<file path="config.mk">
export PLATFORM = sky130hd
export DESIGN_NAME = washing_machine_prog
export DESIGN_NICKNAME = d
export VERILOG_FILES = /design/src/rtl/washer_pkg.sv /design/src/rtl/washer_tick_timer.sv /design/src/rtl/washing_machine_prog.sv
export SDC_FILE = /design/constraint.sdc
export NUM_CORES = 1
export LEC_CHECK = 0
export BUFFER_PORTS_ARGS = -buffer_cell sky130_fd_sc_hd__buf_4
export CAP_MARGIN = 40
export CELL_PAD_IN_SITES_DETAIL_PLACEMENT = 1
export CELL_PAD_IN_SITES_GLOBAL_PLACEMENT = 1
export CORE_ASPECT_RATIO = 1.4
export CORE_MARGIN = 4
export CORE_UTILIZATION = 35
export DETAILED_ROUTE_END_ITERATION = 8
export PLACE_DENSITY = 0.72
export SYNTH_ARGS = -nofsm -noshare
export SYNTH_HDL_FRONTEND = slang
export SYNTH_SLANG_ARGS = --single-unit
</file>
<file path="constraint.sdc">
create_clock -name clock -period 6.5 [get_ports clock]
set_input_delay 1.95 -clock clock [delete_from_list [all_inputs] [get_ports clock]]
set_output_delay 1.95 -clock clock [all_outputs]
set_load 0.1 [all_outputs]
</file>
<file path="src/rtl/washer_pkg.sv">
// washer_pkg: shared definitions for the programmable washing-machine controller.
//   - state_e   : 3-bit FSM state encoding (also driven out on the state port)
//   - MODE_*    : program select codes sampled on start
//   - DEF_*     : default tick / watchdog lengths in clocks
//   - ticks_to_load : converts a phase length in clocks into the value a
//                     down-counter must be loaded with so that the phase
//                     lasts exactly that many clocks (count N-1 .. 0).
package washer_pkg;

  typedef enum logic [2:0] {
    ST_IDLE      = 3'd0,
    ST_FILL      = 3'd1,
    ST_DETERGENT = 3'd2,
    ST_WASH      = 3'd3,
    ST_DRAIN     = 3'd4,
    ST_SPIN      = 3'd5,
    ST_DONE      = 3'd6,
    ST_FAULT     = 3'd7
  } state_e;

  localparam logic [1:0] MODE_NORMAL = 2'd0;
  localparam logic [1:0] MODE_HEAVY  = 2'd1;
  localparam logic [1:0] MODE_QUICK  = 2'd2;
  localparam logic [1:0] MODE_RINSE  = 2'd3;

  localparam int DEF_TIMER_W     = 16;
  localparam int DEF_WASH_TICKS  = 1000;
  localparam int DEF_RINSE_TICKS = 500;
  localparam int DEF_SPIN_TICKS  = 800;
  localparam int DEF_MAX_RINSE   = 3;
  localparam int DEF_FILL_LIMIT  = 2000;

  function automatic int ticks_to_load(input int n);
    return (n <= 0) ? 0 : n - 1;
  endfunction

endpackage

</file>
<file path="src/rtl/washer_tick_timer.sv">
// washer_tick_timer: loadable down-counter with enable and zero flag.
//   clk_i, rst_i : clock, asynchronous active-high reset (count -> 0)
//   load_i       : load load_val_i (has priority over counting)
//   load_val_i   : value to load
//   en_i         : count down by one per clock while enabled
//   zero_o       : count is zero
// The counter saturates at zero and never wraps.
module washer_tick_timer #(
  parameter int W = 16
) (
  input  logic         clk_i,
  input  logic         rst_i,
  input  logic         load_i,
  input  logic [W-1:0] load_val_i,
  input  logic         en_i,
  output logic         zero_o
);

  logic [W-1:0] count_q;

  always_ff @(posedge clk_i or posedge rst_i) begin
    if (rst_i) begin
      count_q <= '0;
    end else if (load_i) begin
      count_q <= load_val_i;
    end else if (en_i && (count_q != '0)) begin
      count_q <= count_q - 1'b1;
    end
  end

  assign zero_o = (count_q == '0);

endmodule

</file>
<file path="src/rtl/washing_machine_prog.sv">
// washing_machine_prog: programmable washing-machine controller.
// Runs FILL -> DETERGENT -> WASH -> DRAIN, then one or more rinse passes
// (FILL -> WASH -> DRAIN), then SPIN -> DONE. Mode (sampled on start)
// selects normal / heavy (MAX_RINSE rinses) / quick (half wash) / rinse-only.
// A phase timer sets WASH and SPIN lengths; a watchdog bounds FILL and DRAIN.
// Opening the door in a running state, or a watchdog expiry, goes to FAULT,
// which is left only through reset.
// Ports:
//   clock, reset            : clock, asynchronous active-high reset
//   door_close, start, mode : door sensor, start level, program select
//   filled, detergent_added, drained : drum / dispenser sensors
//   pause (PAUSE_EN only)   : freezes timers, stops motor and valves
//   door_lock, motor_on, fill_valve_on, drain_valve_on : actuators (registered)
//   soap_wash, water_wash, done, fault : status (registered)
//   state, rinse_left       : current FSM state and remaining rinse passes
// Build option: define PAUSE_EN to add the pause input.
module washing_machine_prog
  import washer_pkg::*;
#(
  parameter int TIMER_W     = DEF_TIMER_W,
  parameter int WASH_TICKS  = DEF_WASH_TICKS,
  parameter int RINSE_TICKS = DEF_RINSE_TICKS,
  parameter int SPIN_TICKS  = DEF_SPIN_TICKS,
  parameter int MAX_RINSE   = DEF_MAX_RINSE,
  parameter int FILL_LIMIT  = DEF_FILL_LIMIT
) (
  input  logic       clock,
  input  logic       reset,
  input  logic       door_close,
  input  logic       start,
  input  logic [1:0] mode,
  input  logic       filled,
  input  logic       detergent_added,
  input  logic       drained,
`ifdef PAUSE_EN
  input  logic       pause,
`endif
  output logic       door_lock,
  output logic       motor_on,
  output logic       fill_valve_on,
  output logic       drain_valve_on,
  output logic       soap_wash,
  output logic       water_wash,
  output logic       done,
  output logic       fault,
  output logic [2:0] state,
  output logic [3:0] rinse_left
);

  localparam logic [TIMER_W-1:0] WASH_LOAD  = TIMER_W'(ticks_to_load(WASH_TICKS));
  localparam logic [TIMER_W-1:0] QUICK_LOAD = TIMER_W'(ticks_to_load(WASH_TICKS / 2));
  localparam logic [TIMER_W-1:0] RINSE_LOAD = TIMER_W'(ticks_to_load(RINSE_TICKS));
  localparam logic [TIMER_W-1:0] SPIN_LOAD  = TIMER_W'(ticks_to_load(SPIN_TICKS));
  localparam logic [TIMER_W-1:0] WD_LOAD    = TIMER_W'(ticks_to_load(FILL_LIMIT));
  localparam logic [3:0]         HEAVY_RINSES = 4'(MAX_RINSE);

  // Run enable: low while paused, freezing timers and stopping actuators.
  logic run_en;
`ifdef PAUSE_EN
  assign run_en = ~pause;
`else
  assign run_en = 1'b1;
`endif

  state_e       state_q, state_d;
  logic [1:0]   mode_q, mode_d;
  logic [3:0]   rinse_left_q, rinse_left_d;
  logic         soap_wash_q, soap_wash_d;
  // soap_pend: the soap wash of this run has not been done yet.
  logic         soap_pend_q, soap_pend_d;
  // rinse_pass: the current FILL/WASH/DRAIN pass is a rinse.
  logic         rinse_pass_q, rinse_pass_d;

  logic door_lock_q, motor_on_q, fill_valve_q, drain_valve_q;
  logic water_wash_q, done_q, fault_q;
  logic door_lock_d, motor_on_d, fill_valve_d, drain_valve_d;
  logic water_wash_d, done_d, fault_d;

  logic               ph_load, ph_en, ph_zero;
  logic               wd_load, wd_en, wd_zero;
  logic [TIMER_W-1:0] ph_load_val;
  logic               running;

  // Phase timer: WASH and SPIN lengths.
  washer_tick_timer #(.W(TIMER_W)) u_phase_timer (
    .clk_i      (clock),
    .rst_i      (reset),
    .load_i     (ph_load),
    .load_val_i (ph_load_val),
    .en_i       (ph_en),
    .zero_o     (ph_zero)
  );

  // Watchdog: bounds time spent in FILL and DRAIN.
  washer_tick_timer #(.W(TIMER_W)) u_watchdog (
    .clk_i      (clock),
    .rst_i      (reset),
    .load_i     (wd_load),
    .load_val_i (WD_LOAD),
    .en_i       (wd_en),
    .zero_o     (wd_zero)
  );

  assign running = state_q inside {ST_FILL, ST_DETERGENT, ST_WASH, ST_DRAIN, ST_SPIN};

  // Timers load on the edge that enters their state, so the first cycle in
  // the state already sees N-1 and the state lasts exactly N cycles.
  assign ph_load = (state_d != state_q) && ((state_d == ST_WASH) || (state_d == ST_SPIN));
  assign wd_load = (state_d != state_q) && ((state_d == ST_FILL) || (state_d == ST_DRAIN));
  assign ph_en   = run_en && ((state_q == ST_WASH) || (state_q == ST_SPIN));
  assign wd_en   = run_en && ((state_q == ST_FILL) || (state_q == ST_DRAIN));

  // State register.
  always_ff @(posedge clock or posedge reset) begin
    if (reset) begin
      state_q       <= ST_IDLE;
      mode_q        <= 2'd0;
      rinse_left_q  <= 4'd0;
      soap_wash_q   <= 1'b0;
      soap_pend_q   <= 1'b0;
      rinse_pass_q  <= 1'b0;
      door_lock_q   <= 1'b0;
      motor_on_q    <= 1'b0;
      fill_valve_q  <= 1'b0;
      drain_valve_q <= 1'b0;
      water_wash_q  <= 1'b0;
      done_q        <= 1'b0;
      fault_q       <= 1'b0;
    end else begin
      state_q       <= state_d;
      mode_q        <= mode_d;
      rinse_left_q  <= rinse_left_d;
      soap_wash_q   <= soap_wash_d;
      soap_pend_q   <= soap_pend_d;
      rinse_pass_q  <= rinse_pass_d;
      door_lock_q   <= door_lock_d;
      motor_on_q    <= motor_on_d;
      fill_valve_q  <= fill_valve_d;
      drain_valve_q <= drain_valve_d;
      water_wash_q  <= water_wash_d;
      done_q        <= done_d;
      fault_q       <= fault_d;
    end
  end

  // Next-state logic.
  always_comb begin
    state_d      = state_q;
    mode_d       = mode_q;
    rinse_left_d = rinse_left_q;
    soap_wash_d  = soap_wash_q;
    soap_pend_d  = soap_pend_q;
    rinse_pass_d = rinse_pass_q;
    ph_load_val  = '0;
    if (running && !door_close) begin
      // Door opened while latched and running: safety stop.
      state_d = ST_FAULT;
    end else begin
      case (state_q)
        ST_IDLE: begin
          if (start && door_close) begin
            state_d      = ST_FILL;
            mode_d       = mode;
            rinse_left_d = (mode == MODE_HEAVY) ? HEAVY_RINSES : 4'd1;
            soap_wash_d  = (mode != MODE_RINSE);
            soap_pend_d  = (mode != MODE_RINSE);
            rinse_pass_d = 1'b0;
          end
        end
        ST_FILL: begin
          // filled is checked before the watchdog so it wins a tie.
          if (filled) begin
            if (soap_pend_q) begin
              state_d = ST_DETERGENT;
            end else begin
              state_d      = ST_WASH;
              rinse_pass_d = 1'b1;
              ph_load_val  = RINSE_LOAD;
            end
          end else if (wd_zero && run_en) begin
            state_d = ST_FAULT;
          end
        end
        ST_DETERGENT: begin
          if (detergent_added) begin
            state_d      = ST_WASH;
            rinse_pass_d = 1'b0;
            ph_load_val  = (mode_q == MODE_QUICK) ? QUICK_LOAD : WASH_LOAD;
          end
        end
        ST_WASH: begin
          if (ph_zero && run_en) begin
            state_d = ST_DRAIN;
            if (!rinse_pass_q) soap_pend_d = 1'b0;
          end
        end
        ST_DRAIN: begin
          if (drained) begin
            if (!rinse_pass_q) begin
              state_d = ST_FILL;
            end else begin
              if (rinse_left_q != 4'd0) rinse_left_d = rinse_left_q - 4'd1;
              if (rinse_left_d != 4'd0) begin
                state_d = ST_FILL;
              end else begin
                state_d     = ST_SPIN;
                ph_load_val = SPIN_LOAD;
              end
            end
          end else if (wd_zero && run_en) begin
            state_d = ST_FAULT;
          end
        end
        ST_SPIN: begin
          if (ph_zero && run_en) state_d = ST_DONE;
        end
        ST_DONE: begin
          if (!door_close) state_d = ST_IDLE;
        end
        ST_FAULT: begin
          state_d = ST_FAULT;
        end
        default: begin
          state_d = ST_FAULT;
        end
      endcase
    end
  end

  // Output logic: decoded from the state being entered, then registered.
  always_comb begin
    door_lock_d   = 1'b0;
    motor_on_d    = 1'b0;
    fill_valve_d  = 1'b0;
    drain_valve_d = 1'b0;
    water_wash_d  = 1'b0;
    done_d        = 1'b0;
    fault_d       = 1'b0;
    case (state_d)
      ST_FILL: begin
        door_lock_d  = 1'b1;
        fill_valve_d = run_en;
      end
      ST_DETERGENT: begin
        door_lock_d = 1'b1;
      end
      ST_WASH: begin
        door_lock_d  = 1'b1;
        motor_on_d   = run_en;
        water_wash_d = rinse_pass_d;
      end
      ST_DRAIN: begin
        door_lock_d   = 1'b1;
        drain_valve_d = run_en;
      end
      ST_SPIN: begin
        door_lock_d   = 1'b1;
        motor_on_d    = run_en;
        drain_valve_d = 1'b1;
      end
      ST_DONE: begin
        done_d      = 1'b1;
        door_lock_d = ~drained;
      end
      ST_FAULT: begin
        fault_d       = 1'b1;
        drain_valve_d = 1'b1;
        door_lock_d   = ~drained;
      end
      default: begin
        door_lock_d = 1'b0;
      end
    endcase
  end

  assign door_lock      = door_lock_q;
  assign motor_on       = motor_on_q;
  assign fill_valve_on  = fill_valve_q;
  assign drain_valve_on = drain_valve_q;
  assign soap_wash      = soap_wash_q;
  assign water_wash     = water_wash_q;
  assign done           = done_q;
  assign fault          = fault_q;
  assign state          = state_q;
  assign rinse_left     = rinse_left_q;

endmodule
</file>
---- Word level (Yosys, flattened, before mapping) ----
Index checks and enable logic that the tools add are counted.
W data, S select, Z words.
operators by class
  eq/ne operators ......................... 23
  shift operators ......................... 0
  add/sub/neg operators ................... 3
  $mul .................................... 0
  reductions and logical operators ........ 30
  muxes and demuxes ....................... 53
  divide/modulo/power cells ............... 0
  bitwise operators ....................... 2
  order comparisons ....................... 0
operator list
  operator                 count
  $mux W16                 4
  $mux W10                 6
  $mux W3                  11
  $logic_not A16 Y1        2
  $mux W4                  8
  $reduce_bool A16 Y1      2
  $sub A16 B1 Y16 const B  2
  $pmux W10 S3             1
  $eq A3 B3 Y1 const B     8
  $pmux W3 S8              1
  $mux W9                  2
  $mux W1                  15
  $eq A3 B2 Y1 const B     4
  $ne A2 B2 Y1 const B     6
  $reduce_and A5 Y1        2
  $pmux W4 S2              1
  $reduce_bool A2 Y1       4
  $reduce_bool A4 Y1       2
  $eq A3 B1 Y1 const B     2
  $logic_and A1 B1 Y1      6
  $reduce_bool A5 Y1       1
  $reduce_or A5 Y1         1
  $logic_or A1 B1 Y1       4
  $pmux W1 S2              2
  other kinds (12)         14
storage, ports and cells
  memories kept ........................... 0
  memory bits (writable) .................. 0
  register bits after elaboration ......... 51
  bits of input ports ..................... 9
  memory bits (read-only) ................. 0
  bits in latches ......................... 0
  output and inout bits ................... 15
  word-level logic and storage cells ...... 126

---- Logic depth before layout (Yosys ltp) ----
Gate-level depths: netlist (run 1).
  depth in word-level cells ............... 16
  gate-level depth with buffers ........... 12

---- Modules after synthesis ----
Synthesis (run 1) repeated with hierarchy kept, for this count alone.
second synthesis, totals
  cells, all modules ...................... 413
  area, all modules ....................... 3453.3 um2
by module, submodules not included
  module                cells each  times used  area an instance (um2)  seq. area each (um2)
  washer_tick_timer     122         2           1034.7                  400.4
  washing_machine_prog  169         1           1383.8                  475.5

---- Least setup slack after synthesis (run 1) ----
OpenSTA, ideal clock, no wires.
  kind .................................... input port to flip-flop
  start point ............................. input drained
  end point ............................... register u_phase_timer.count_q[0]
  buffers on the path ..................... 1
  slack ................................... 2531 ps
  stages on the path ...................... 8
  library setup time ...................... 78 ps
  data arrival time ....................... 3891 ps
  path through ............................ or3b_1 a211oi_1 o21a_1 o32ai_1 a211oi_4 buf_4 nor3_1 a21oi_1
on the way
  longest elaborated chain between the ends .. 7
  elaborated cells on any way between the ends .. 13
  classes of those cells .................. 3 x eq/ne; 7 x mux; 3 x reduce/logical
ends and longest elaborated chain
  what                                                   line                         source
  start, declared                                        washing_machine_prog.sv:34   input logic drained,
  $mux W3                                                washing_machine_prog.sv:198  if (drained) begin
  $pmux W3 S8                                            washing_machine_prog.sv:159  case (state_q)
  $mux W3                                                washing_machine_prog.sv:155  if (running && !door_close) begin
  $eq A3 B2 Y1 / $eq A3 B3 Y1 (equally long branches)    washing_machine_prog.sv:108  assign ph_load = (state_d != state_q) && ((state_d == ST_WASH) || (state_d == ST_SPIN));
  $logic_or A1 B1 Y1                                     washing_machine_prog.sv:108
  $logic_and A1 B1 Y1                                    washing_machine_prog.sv:108
  $mux W16 / $reduce_bool A2 Y1 (equally long branches)  --
  end signal, assigned                                   washer_tick_timer.sv:25      count_q <= load_val_i;
  end signal, assigned                                   washer_tick_timer.sv:27      count_q <= count_q - 1'b1;
  end, declared                                          washer_tick_timer.sv:19      logic [W-1:0] count_q;
Parallel ways exist; a longest one is shown, timed or not.
A chain may end at the register's enable or synchronous reset.

---- Worst setup path after layout (run 1) ----
  start point ............................. input drained
  end point ............................... register u_phase_timer.count_q[4]
Same word-level chain as after synthesis.

==> results of run 1 <==
[area by class of cell]
class                      instances  area, um^2
clock buffer                       6       138.9
clock inverter                     2       16.27
fill                            1002        4833
inverter                          20       75.07
multi-input combinational        269        1633
sequential                        51        1276
tap                              102       127.6
timing repair buffer              26       195.2
[stage by stage]
step | util [%] | hold WS [ps] | worst slack (ps) | instances
global placement | 39.77 | 467.4 | 1890 | 467
CTS | 41.73 | 492.0 | 2182 | 476
finish | 41.73 | 484.8 | 2224 | 476
detailed placement | 39.86 | 473.7 | 1874 | 468
global route | 41.73 | 517.0 | 1926 | 476
floorplan | - | 466.8 | 2531 | 350
[cells in the final DEF, fill, tap and decap left out, types with 4 or more instances in the layout]
cell,n
sky130_fd_sc_hd__xnor2_1,14
sky130_fd_sc_hd__o211ai_1,5
sky130_fd_sc_hd__buf_4,26
sky130_fd_sc_hd__clkbuf_16,5
sky130_fd_sc_hd__nand2b_1,8
sky130_fd_sc_hd__dfrtp_1,51
sky130_fd_sc_hd__nor2b_1,5
sky130_fd_sc_hd__nand2_1,41
sky130_fd_sc_hd__ha_1,4
sky130_fd_sc_hd__nand3_1,14
sky130_fd_sc_hd__nor4_1,10
sky130_fd_sc_hd__nor2_1,54
sky130_fd_sc_hd__xor2_1,8
sky130_fd_sc_hd__nor3_1,19
sky130_fd_sc_hd__inv_1,18
sky130_fd_sc_hd__o21ai_0,14
sky130_fd_sc_hd__a21oi_1,10
[cell families after synthesis]
family | share of synthesized area [%]
AND/OR/NAND/NOR | 29.63
AO/OA/AOI/OAI | 15.54
flip-flops | 42.15
buffers and inverters | 3.926
XOR/XNOR | 6.364
adder cells (fa/ha/maj) | 1.653
multiplexers | 0.7437
[power breakdown]
group,switching (mW),internal (mW)
combinational,0.253,0.136
sequential,0.0727,0.371
clock,0.123,0.154
total,0.448,0.661
[worst max-delay path, stage by stage]
cell and delay [ps]:
sky130_fd_sc_hd__buf_4 120, sky130_fd_sc_hd__or3b_1 370, sky130_fd_sc_hd__a211oi_1 650, sky130_fd_sc_hd__o21a_1 190
sky130_fd_sc_hd__o32ai_1 110, sky130_fd_sc_hd__a211oi_4 680, sky130_fd_sc_hd__o21ai_1 120, sky130_fd_sc_hd__a22o_1 250
[sequential cells by signal (all words and copies together), names as in the netlist]
signal,flops
state,3
done,1
u_phase_timer.count_q,16
rinse_left,4
drain_valve_on,1
fault,1
u_watchdog.count_q,16
rinse_pass_q,1
soap_pend_q,1
soap_wash,1
door_lock,1
motor_on,1
water_wash,1
mode_q,2
fill_valve_on,1
[routing by layer]
metal | GRT usage [%] | vias to the layer above | wire [um]
li1 | - | 1275 | -
met4 | 6.823 | 0 | 242
met1 | 18.56 | 1290 | 3186
met3 | 2.661 | 14 | 193
met5 | 0 | - | 0
met2 | 27.97 | 34 | 4010
[final timing paths]
| check | startpoint | to | slack [ps] | depth (start not counted) |
|---|---|---|---|---|
| max in group asynchronous | reset | u_watchdog.count_q[4] | 4230 | 3 |
| worst max-delay path | drained | u_phase_timer.count_q[4] | 2220 | 8 |
| worst min-delay path | soap_wash | soap_wash | 480 | 2 |
| worst min register to register | soap_wash | soap_wash | 480 | 2 |
| min in group asynchronous | reset | u_phase_timer.count_q[8] | 1840 | 3 |
| worst max register to register | u_phase_timer.count_q[0] | u_phase_timer.count_q[4] | 2950 | 10 |
==> impl_summary.log, run 1 <==
INFO  metric fp.coreArea = 8295 um^2
INFO  metric final-hold-violation-count = 0
INFO  metric timing.hold.worst.class = reg -> reg
INFO  metric maxSlewViolCount = 0
INFO  metric postSynthRegisterBits = just over 50
INFO  metric synth_sequential_area_ratio = 42.15%
INFO  metric post-dp-hpwl = 5655 um
INFO  metric cts.sinks = 51
INFO  metric route.detailed.vias_per_inst = 5.489
INFO  metric clock_skew = 7.075 ps
INFO  metric tritoncts_clock_tree = built
INFO  metric syn_nets = 363
INFO  metric yosysTopAreaCellShare = 42.15%
INFO  metric synth_edf_count = 0
INFO  metric initial_cell_density_of_the_core = 36.50%
INFO  metric clock_tree.htree_level_count = 2
INFO  metric cap_viol_max_count = 0
INFO  metric cp.arrival = between 4000 and 5000 ps
INFO  metric max_clock_freq = 233.9 MHz
INFO  metric totalPowerFinal = 1.109 mW
INFO  metric grt_first_pass_wirelength = 13,300 um
INFO  metric layout_worst_path_cycle_share = 65.78%
INFO  metric ant_nets = 0
INFO  metric die_w = a little under 90 um
INFO  metric place_area = 3307 um^2
INFO  metric grt_start_max_net_pins = 52
INFO  metric finalSetupViolations = 0
INFO  metric ir_worst_vdd = 196.3 uV
INFO  metric dieHeight = ~120 um
INFO  metric worstSetupPathType = in -> reg
INFO  metric asyncSetResetFlopFracSynth = between 90% and 100%
INFO  metric status = completed
INFO  metric synth_area_per_cell = 8.651 um^2
INFO  metric cts_inserted_buffers = 5
INFO  metric setup.worst_path.end_class = flop
INFO  metric fin_crit = approximately 4300 ps
INFO  metric gpl.final_weighted_congestion = roughly 0.81
INFO  metric leakage = roughly 1.4 nW
INFO  metric required = about 6700 ps
INFO  metric number_of_global_route_vias_before_repair = around 2.8k
INFO  metric wl_per_cell = 16.04 um
INFO  metric worstMarginPinSlew = around 760 ps
INFO  metric syn-cell-area = 3028 um^2
INFO  metric synthToLayoutAreaGrowth = 14.34%
INFO  metric ys_top_cells_by_count = sky130_fd_sc_hd__nor2_1 (54), sky130_fd_sc_hd__dfrtp_1 (51), sky130_fd_sc_hd__nand2_1 (41)
INFO  metric max-clock-path-buffers = 2
INFO  metric clock_insertion_delay_at_the_later_pin_of_the_skew_report = roughly 300 ps
INFO  metric maxSlewHeadroom = 49.21%
INFO  metric num_vias = between 2k and 3k
INFO  metric startpoint_types = input pin
INFO  metric initialDrtViolationCount = 48
INFO  metric library_cell_occupying_the_most_area_in_the_post_synthesis_netlist = sky130_fd_sc_hd__dfrtp_1
INFO  metric rows = 39
INFO  metric n_antenna_cell = 0
INFO  metric grt_util_all_layers = 15.91%
INFO  metric cts_hold_buffers = 0
INFO  metric detail_route.first_pass.iterations = 4
INFO  metric finalInstanceArea = 3462 um^2
INFO  metric grt_antenna_before_repair = 0
INFO  metric synth.top_cells.by_area = sky130_fd_sc_hd__dfrtp_1 (42%), sky130_fd_sc_hd__nor2_1 (6.7%), sky130_fd_sc_hd__nand2_1 (5.1%)
INFO  metric ctsRootBufferMaster = sky130_fd_sc_hd__clkbuf_16
INFO  metric final.setup.tns = 0 ps
INFO  metric design.die.area = 10,220 um^2
INFO  metric ioPinCount = 24
INFO  metric syn_inst = 350
INFO  metric setup_repair_after_global_routing_missed_its_margin = false
INFO  metric count_of_synthesis_stage_warnings_from_yosys = 0
INFO  metric power.density_cell_area = 320.3 nW/um^2
INFO  metric route.detailed.drc = 0
INFO  metric synth_most_common_cell = sky130_fd_sc_hd__nor2_1
INFO  metric grt_remaining_overflow = 0
INFO  metric dominantRegCellSynth = sky130_fd_sc_hd__dfrtp_1
INFO  metric clkSlewWorstSetupHoldPaths = 70 ps
INFO  metric nNetsFinal = 386
INFO  metric io_buffer_count = 23
INFO  metric drive_above_1_share = 13.10%
INFO  metric timing.critical_path.fanout_max = 18
INFO  metric routed_wirelength = 7633 um
INFO  metric post_cts_buffers = 0
INFO  metric synth_cell_type_count = 60
INFO  metric post_cts_resized = 0
(Power assumes the default switching activity.)
==> inputs of run 2 (changes only) <==
Settings changed: PLACE_DENSITY 0.72 to 0.74.
Clock period 6.5 ns to 3.55 ns, I/O delays scaled along.
==> run 2 against run 1 <==
  * Sequential share of layout area down 1.2 points
  * Register-to-register slack worse by 2600 ps
  * Sequential power up 81%
  * Total power up 88%
  * Critical path type is now reg -> reg
  * Critical endpoint is now u_phase_timer.count_q[7]
  * Largest power group unchanged
==> impl_summary.log, run 2 (synthesis gave the netlist of run 1 again) <==
INFO  metric status = completed (unchanged)
INFO  metric max_clock_freq = 313.3 MHz
INFO  metric fillers = 991 (was 1,002)
INFO  metric crit_chain = inv_1 -> ha_1 -> or3b_1 -> nor4_4 -> buf_4 -> buf_4 -> nand3_1 -> nor4b_4 -> xor2_1 -> a211oi_4 -> buf_12 -> buf_4 -> nor3_1 -> nor3_1 (was buf_4 -> or3b_1 -> a211oi_1 -> o21a_1 -> o32ai_1 -> a211oi_4 -> o21ai_1 -> a22o_1)
INFO  metric cts_hold_buffers = 0 (unchanged)
INFO  metric grt_start_max_net_pins = 29 (was 52)
INFO  metric design.die.area = 10,220 um^2 (unchanged)
INFO  metric startpoint_types = flop (was input pin)
INFO  metric fin_crit = around 3200 ps
INFO  metric grt_first_pass_wirelength = 13,810 um (was 13,300 um)
INFO  metric critPathLaunch = u_phase_timer.count_q[0] (was drained)
INFO  metric worstMarginPinSlew = 687.3 ps (was 761.8 ps)
INFO  metric detail_route.first_pass.iterations = 4 (unchanged)
INFO  metric ioPinCount = 24 (unchanged)
INFO  metric nNetsFinal = 400 (was 386)
INFO  metric ir_worst_vdd = 319.3 uV (was 196.3 uV)
INFO  metric switching_share = 40.51% (was 40.42%)
INFO  metric initialDrtViolationCount = 82 (was 48)
INFO  metric timing.rr.start = u_phase_timer.count_q[0] (unchanged)
INFO  metric clockPowerShare = 24.6% (was 25.0%)
INFO  metric leakage = 1.468 nW (was 1.394 nW)
INFO  metric drive_above_1_share = 16.24% (was 13.10%)
INFO  metric cell_family_with_the_largest_share_of_critical_path_delay = simple AND/OR/NAND/NOR gates (was compound AO/OA/AOI/OAI gates)
INFO  metric final-hold-violation-count = 0 (unchanged)
INFO  metric final.setup.worst_slack = 357.9 ps (was 2224 ps)
INFO  metric cell_internal_pwr = 1.240 mW (was 0.6607 mW)
INFO  metric gpl.final_weighted_congestion = 0.8754 (was 0.8120)
INFO  metric critPathSlowestCell = sky130_fd_sc_hd__or3b_1 (was sky130_fd_sc_hd__a211oi_4)
INFO  metric final.setup.tns = 0 ps (unchanged)
INFO  metric die_w = 86.61 um (unchanged)
INFO  metric totalPowerFinal = 2.085 mW (was 1.109 mW)
INFO  metric cap_viol_max_count = 0 (unchanged)
INFO  metric routed_wirelength = 8178 um (was 7633 um)
INFO  metric clock_insertion_delay_at_the_later_pin_of_the_skew_report = 300 ps (about the same)
INFO  metric most-common-layout-cells = sky130_fd_sc_hd__nor2_1 (54), sky130_fd_sc_hd__dfrtp_1 (51), sky130_fd_sc_hd__nand2_1 (41), sky130_fd_sc_hd__buf_4 (38), sky130_fd_sc_hd__nor3_1 (19) (was sky130_fd_sc_hd__nor2_1 (54), sky130_fd_sc_hd__dfrtp_1 (51), sky130_fd_sc_hd__nand2_1 (41), sky130_fd_sc_hd__buf_4 (26), sky130_fd_sc_hd__nor3_1 (19))
INFO  metric combPwrFrac = 36.8% (was 35.0%)
INFO  metric cts.sinks = 51 (unchanged)
INFO  metric ant_nets = 0 (unchanged)
INFO  metric fp.coreArea = 8295 um^2 (unchanged)
INFO  metric timing.reg2reg.setup_slack = 360 ps (was 2950 ps)
INFO  metric grt_antenna_before_repair = 0 (unchanged)
INFO  metric timing.critical_path.buf_inv = 5 (was 1)
INFO  metric grt_util_all_layers = 16.75% (was 15.91%)
INFO  metric worstSetupPathType = reg -> reg (was in -> reg)
INFO  metric cts_inserted_buffers = 5 (unchanged)
INFO  metric ctsRootBufferMaster = sky130_fd_sc_hd__clkbuf_16 (unchanged)
INFO  metric number_of_global_route_vias_before_repair = 2,867 (was 2,767)
INFO  metric synthToLayoutAreaGrowth = 18.35% (was 14.34%)
INFO  metric final_core_utilization = 43.20% (was 41.73%)
INFO  metric num_vias = 2,710 (was 2,613)
INFO  metric wl_per_cell = 16.69 um (was 16.04 um)
INFO  metric dieHeight = 118.1 um (unchanged)
INFO  metric clkSlewWorstSetupHoldPaths = 70 ps (about the same)
INFO  metric post-dp-hpwl = 6138 um (was 5655 um)
INFO  metric route.detailed.vias_per_inst = 5.531 (was 5.489)
INFO  metric share_of_power_burned_in_registers = 38.6% (was 40.0%)
INFO  metric layout_worst_path_cycle_share = 89.92%
INFO  metric clock_tree.htree_level_count = 2 (unchanged)
INFO  metric timing.hold.worst.class = reg -> reg (unchanged)
INFO  metric io_buffer_count = 23 (unchanged)
INFO  metric maxSlewHeadroom = 53.70% (was 49.21%)
INFO  metric holdPathEnd = soap_wash (unchanged)
INFO  metric r2r.worst_path.cells = 14 (was 10)
INFO  metric route.detailed.drc = 0 (unchanged)
INFO  metric power.density_cell_area = 581.8 nW/um^2 (was 320.3 nW/um^2)
INFO  metric path_common_cell = sky130_fd_sc_hd__buf_4
INFO  metric cp.arrival = 3410 ps (was 4460 ps)
INFO  metric post-place-ws = 172.3 ps (was 1874 ps)
INFO  metric setup.worst_path.end_class = flop (unchanged)
INFO  metric timing.critical_path.fanout_max = 9 (was 18)
INFO  metric holdCritStartpoint = soap_wash (unchanged)
INFO  metric initial_cell_density_of_the_core = 36.50% (unchanged)
INFO  metric instance_count_along_the_most_critical_hold_path = 2 (unchanged)
INFO  metric grt_remaining_overflow = 0 (unchanged)
INFO  metric finalSetupViolations = 0 (unchanged)
INFO  metric clock_skew = 5.453 ps (was 7.075 ps)
INFO  metric rows = 39 (unchanged)
INFO  metric max-clock-path-buffers = 2 (unchanged)
INFO  metric maxSlewViolCount = 0 (unchanged)
INFO  metric n_antenna_cell = 0 (unchanged)
INFO  metric crit_path_max_incr_delay = 480 ps (was 680 ps)
INFO  metric required = 3770 ps (was 6680 ps)
INFO  metric net-switching-power = 0.8446 mW (was 0.4483 mW)
INFO  metric layout.cells.most_common = sky130_fd_sc_hd__nor2_1 (unchanged)
INFO  metric setup_repair_after_global_routing_missed_its_margin = false (unchanged)
INFO  metric tritoncts_clock_tree = built (unchanged)
INFO  metric worstReg2RegEnd = u_phase_timer.count_q[7] (was u_phase_timer.count_q[4])
==> run 2: changes by cell type in the layout (fill, tap and decap cells not counted) <==
cell / previous run / this run
sky130_fd_sc_hd__buf_12: 0 / 1
sky130_fd_sc_hd__buf_4: 26 / 38
sky130_fd_sc_hd__buf_6: 0 / 1
==> run 2: layer usage <==
metal	track usage (%)	vias to the layer above	wire length (um)
li1	-	1303	-
met2	30.46	44	4461
met5	0	-	0
met4	5.750	0	153
met1	19.45	1353	3356
met3	2.451	10	207
==> run 2: tightest hold or removal path: stages, from the launching register on <==
cell and delay (ps):
sky130_fd_sc_hd__dfrtp_1 350, sky130_fd_sc_hd__nand2_1 50, sky130_fd_sc_hd__nand2_1 60
==> run 2: what timing repair did <==
action                                  4_1_cts  5_1_grt
resized for setup                             0        0
endpoints found under the hold margin         0        0
setup buffers                                 0        5
endpoints found under the setup margin        0       13
==> run 2: worst max-delay path by stage <==
stage,to,slack [ps],cells past startpoint
after global placement,u_phase_timer.count_q[4],230,10
final,u_phase_timer.count_q[7],360,14
after floorplan,u_phase_timer.count_q[0],280,9
after detailed placement,u_phase_timer.count_q[4],170,10
after CTS,u_phase_timer.count_q[4],170,10
after global routing,u_watchdog.count_q[1],120,11
==> run 2: power groups by stage <==
stage / logic (mW) / registers (mW) / clock network [mW]
floorplan: 0.464 / 0.896 / 0
global placement: 0.737 / 0.810 / 0
detailed placement: 0.761 / 0.815 / 0
CTS: 0.763 / 0.804 / 0.523
global route: 0.838 / 0.820 / 0.539
finish: 0.767 / 0.805 / 0.513
==> run 2: area by class of cell <==
cell class / count / area (um^2) / share of cell area, %
Clock inverter: 2 / 16.27 / 0.4539
Clock buffer: 6 / 138.9 / 3.876
Timing Repair Buffer: 40 / 316.6 / 8.834
Tap cell: 102 / 127.6 / 3.561
Inverter: 20 / 75.07 / 2.095
Sequential cell: 51 / 1276 / 35.61
Multi-Input combinational cell: 269 / 1633 / 45.57
==> run 2: through the flow <==
step           std cells  hold slack (ps)  area (um^2)
6_report             490            489.5         3583
4_1_cts              485            499.2         3533
5_1_grt              490            522.7         3583
3_3_place_gp         476            474.6         3367
2_1_floorplan        350            466.8         3028
3_5_place_dp         477            481.6         3378
==> inputs of run 3 (changes only) <==
Settings changed: MAX_ROUTING_LAYER set to met4.
==> run 3 against run 2 <==
  * Wire length rose by 0.13%
  * Sequential share of layout area did not move
  * Flip-flop and latch count did not move
  * Worst hold slack barely moved
  * Critical path type unchanged
==> impl_summary.log, run 3 (synthesis gave the netlist of run 1 again) <==
INFO  metric status = completed (unchanged)
INFO  metric finalSetupViolations = 0 (unchanged)
INFO  metric layout_worst_path_cycle_share = 90.11% (was 89.92%)
INFO  metric crit_path_max_incr_delay = 480 ps (about the same)
INFO  metric route.detailed.vias_per_inst = 5.561 (was 5.531)
INFO  metric layout.cells.most_common = sky130_fd_sc_hd__nor2_1 (unchanged)
INFO  metric critPathSlowestCell = sky130_fd_sc_hd__or3b_1 (unchanged)
INFO  metric multi_input_gate_area_in_the_final_layout = 1633 um^2 (unchanged)
INFO  metric timing.critical_path.fanout_max = 9 (unchanged)
INFO  metric cts_inserted_buffers = 5 (unchanged)
INFO  metric timing.hold.worst.class = reg -> reg (unchanged)
INFO  metric cell_internal_pwr = 1.240 mW (about the same)
INFO  metric grt_remaining_overflow = 0 (unchanged)
INFO  metric most-common-layout-cells = sky130_fd_sc_hd__nor2_1 (54), sky130_fd_sc_hd__dfrtp_1 (51), sky130_fd_sc_hd__nand2_1 (41), sky130_fd_sc_hd__buf_4 (38), sky130_fd_sc_hd__nor3_1 (19) (unchanged)
INFO  metric clkSlewWorstSetupHoldPaths = 70 ps (about the same)
INFO  metric cts.sinks = 51 (unchanged)
INFO  metric timing.critical_path.buf_inv = 5 (unchanged)
INFO  metric required = 3760 ps (was 3770 ps)
INFO  metric layout.area.seq = 1276 um^2 (unchanged)
INFO  metric ant_nets = 0 (unchanged)
INFO  metric routed_wirelength = 8189 um (was 8178 um)
INFO  metric initial_cell_density_of_the_core = 36.50% (unchanged)
INFO  metric cap_viol_max_count = 0 (unchanged)
INFO  metric clock_tree.htree_level_count = 2 (unchanged)
INFO  metric die_w = 86.61 um (unchanged)
INFO  metric grt_antenna_before_repair = 0 (unchanged)
INFO  metric timing.reg2reg.setup_slack = 350 ps (was 360 ps)
INFO  metric switching_share = 40.57% (was 40.51%)
INFO  metric power.density_cell_area = 582.3 nW/um^2 (was 581.8 nW/um^2)
INFO  metric ir_worst_vdd = 320.1 uV (was 319.3 uV)
INFO  metric gpl.final_weighted_congestion = 0.8898 (was 0.8754)
INFO  metric leakage = 1.468 nW (unchanged)
INFO  metric worstMarginPinSlew = 683.8 ps (was 687.3 ps)
INFO  metric instance_count_along_the_most_critical_hold_path = 2 (unchanged)
INFO  metric met2RoutedLength = 4475 um (was 4461 um)
INFO  metric initialDrtViolationCount = 94 (was 82)
INFO  metric detail_route.first_pass.iterations = 4 (unchanged)
INFO  metric setup_repair_after_global_routing_missed_its_margin = false (unchanged)
INFO  metric num_vias = 2,725 (was 2,710)
INFO  metric worstSetupPathType = reg -> reg (unchanged)
INFO  metric net-switching-power = 0.8467 mW (was 0.8446 mW)
INFO  metric final_core_utilization = 43.20% (unchanged)
INFO  metric wl_per_cell = 16.71 um (was 16.69 um)
INFO  metric grt_util_all_layers = 17.19% (was 16.75%)
INFO  metric setup.worst_path.end_class = flop (unchanged)
INFO  metric routed.top_layer = met4 (unchanged)
INFO  metric post_cts_resized = 0 (unchanged)
INFO  metric maxSlewViolCount = 0 (unchanged)
INFO  metric max_clock_freq = 312.6 MHz (was 313.3 MHz)
INFO  metric wl_on_met1 = 3372 um (was 3356 um)
INFO  metric max-clock-path-buffers = 2 (unchanged)
INFO  metric number_of_global_route_vias_before_repair = 2,867 (unchanged)
INFO  metric synthToLayoutAreaGrowth = 18.35% (unchanged)
INFO  metric total_met3_wirelength_after_detailed_routing = 192 um (was 207 um)
INFO  metric maxSlewHeadroom = 53.93% (was 53.70%)
INFO  metric dieHeight = 118.1 um (unchanged)
INFO  metric final-hold-violation-count = 0 (unchanged)
INFO  metric rows = 39 (unchanged)
INFO  metric fp.coreArea = 8295 um^2 (unchanged)
INFO  metric clock_skew = 7.360 ps (was 5.453 ps)
INFO  metric tritoncts_clock_tree = built (unchanged)
INFO  metric timing.rr.start = u_phase_timer.count_q[0] (unchanged)
INFO  metric io_buffer_count = 23 (unchanged)
INFO  metric clockPowerShare = 24.6% (about the same)
INFO  metric holdCritStartpoint = soap_wash (unchanged)
INFO  metric cp.arrival = 3410 ps (about the same)
INFO  metric n_antenna_cell = 0 (unchanged)
INFO  metric combPwrFrac = 36.9% (was 36.8%)
INFO  metric cell_family_with_the_largest_share_of_critical_path_delay = simple AND/OR/NAND/NOR gates (unchanged)
INFO  metric design.die.area = 10,220 um^2 (unchanged)
INFO  metric holdPathEnd = soap_wash (unchanged)
INFO  metric ioPinCount = 24 (unchanged)
INFO  metric fin_crit = 3199 ps (was 3192 ps)
INFO  metric r2r.worst_path.cells = 14 (unchanged)
INFO  metric grt_first_pass_wirelength = 13,780 um (was 13,810 um)
INFO  metric route.detailed.drc = 0 (unchanged)
INFO  metric final.setup.tns = 0 ps (unchanged)
INFO  metric drive_above_1_share = 16.24% (unchanged)
INFO  metric share_of_power_burned_in_registers = 38.6% (about the same)
INFO  metric totalPowerFinal = 2.087 mW (was 2.085 mW)
INFO  metric fillers = 991 (unchanged)
INFO  metric startpoint_types = flop (unchanged)
INFO  metric path_common_cell = sky130_fd_sc_hd__buf_4 (unchanged)
INFO  metric nNetsFinal = 400 (unchanged)
INFO  metric ctsRootBufferMaster = sky130_fd_sc_hd__clkbuf_16 (unchanged)
INFO  metric clock_insertion_delay_at_the_later_pin_of_the_skew_report = 300 ps (about the same)
INFO  metric grt_start_max_net_pins = 29 (unchanged)
INFO  metric worstReg2RegEnd = u_phase_timer.count_q[7] (unchanged)
INFO  metric post-dp-hpwl = 6138 um (unchanged)
INFO  metric crit_chain = inv_1 -> ha_1 -> or3b_1 -> nor4_4 -> buf_4 -> buf_4 -> nand3_1 -> nor4b_4 -> xor2_1 -> a211oi_4 -> buf_12 -> buf_4 -> nor3_1 -> nor3_1 (unchanged)
==> run 3: cell counts in the layout (fill, tap and decap cells not counted) <==
No cell type changed its count.
==> run 3: routing by layer <==
layer	vias up	GRT usage, %
met4	0	5.750
met5	-	-
met2	36	30.46
met3	10	2.451
met1	1369	19.41
li1	1310	-
==> run 3: final cells by class <==
type                            instances  area share, %
Multi-Input combinational cell        269          45.57
Clock buffer                            6          3.876
Timing Repair Buffer                   40          8.834
Clock inverter                          2         0.4539
Tap cell                              102          3.561
Sequential cell                        51          35.61
Inverter                               20          2.095
==> run 3: worst max path at each step <==
stage / start / to / slack (ps) / cells past startpoint
final: u_phase_timer.count_q[0] / u_phase_timer.count_q[7] / 350 / 14
after global routing: u_phase_timer.count_q[0] / u_watchdog.count_q[1] / 120 / 11
after CTS: u_phase_timer.count_q[0] / u_phase_timer.count_q[4] / 170 / 10
after detailed placement: u_phase_timer.count_q[0] / u_phase_timer.count_q[4] / 170 / 10
after global placement: u_phase_timer.count_q[0] / u_phase_timer.count_q[4] / 230 / 10
after floorplan: state[2] / u_phase_timer.count_q[0] / 280 / 9
==> run 3: per-stage QoR <==
step,cells,worst slack (ps),hold slack [ps],cell area [um^2]
floorplan,350,283.6,466.8,3028
global route,490,115.2,522.7,3583
global placement,476,227.4,474.6,3367
CTS,485,167.5,499.2,3533
detailed placement,477,172.3,481.6,3378
finish,490,351.0,489.8,3583
==> run 3: what timing repair did <==
| item | 4_1_cts | 5_1_grt |
|---|---|---|
| buffers inserted | 0 | 5 |
| hold buffers | 0 | 0 |
| setup endpoints to repair | 0 | 13 |
| hold endpoints to repair | 0 | 0 |
==> run 3: tightest hold or removal path: cells and delay by family (launching register included) <==
kind,cells,cell delay [ps]
flops,1,350
simple gates,2,110
==> run 3: power groups by stage <==
stage / Clock [mW] / Combinational, mW / Sequential (mW)
global route: 0.539 / 0.838 / 0.820
CTS: 0.523 / 0.763 / 0.804
floorplan: 0 / 0.464 / 0.896
detailed placement: 0 / 0.761 / 0.815
global placement: 0 / 0.737 / 0.810
finish: 0.513 / 0.769 / 0.805
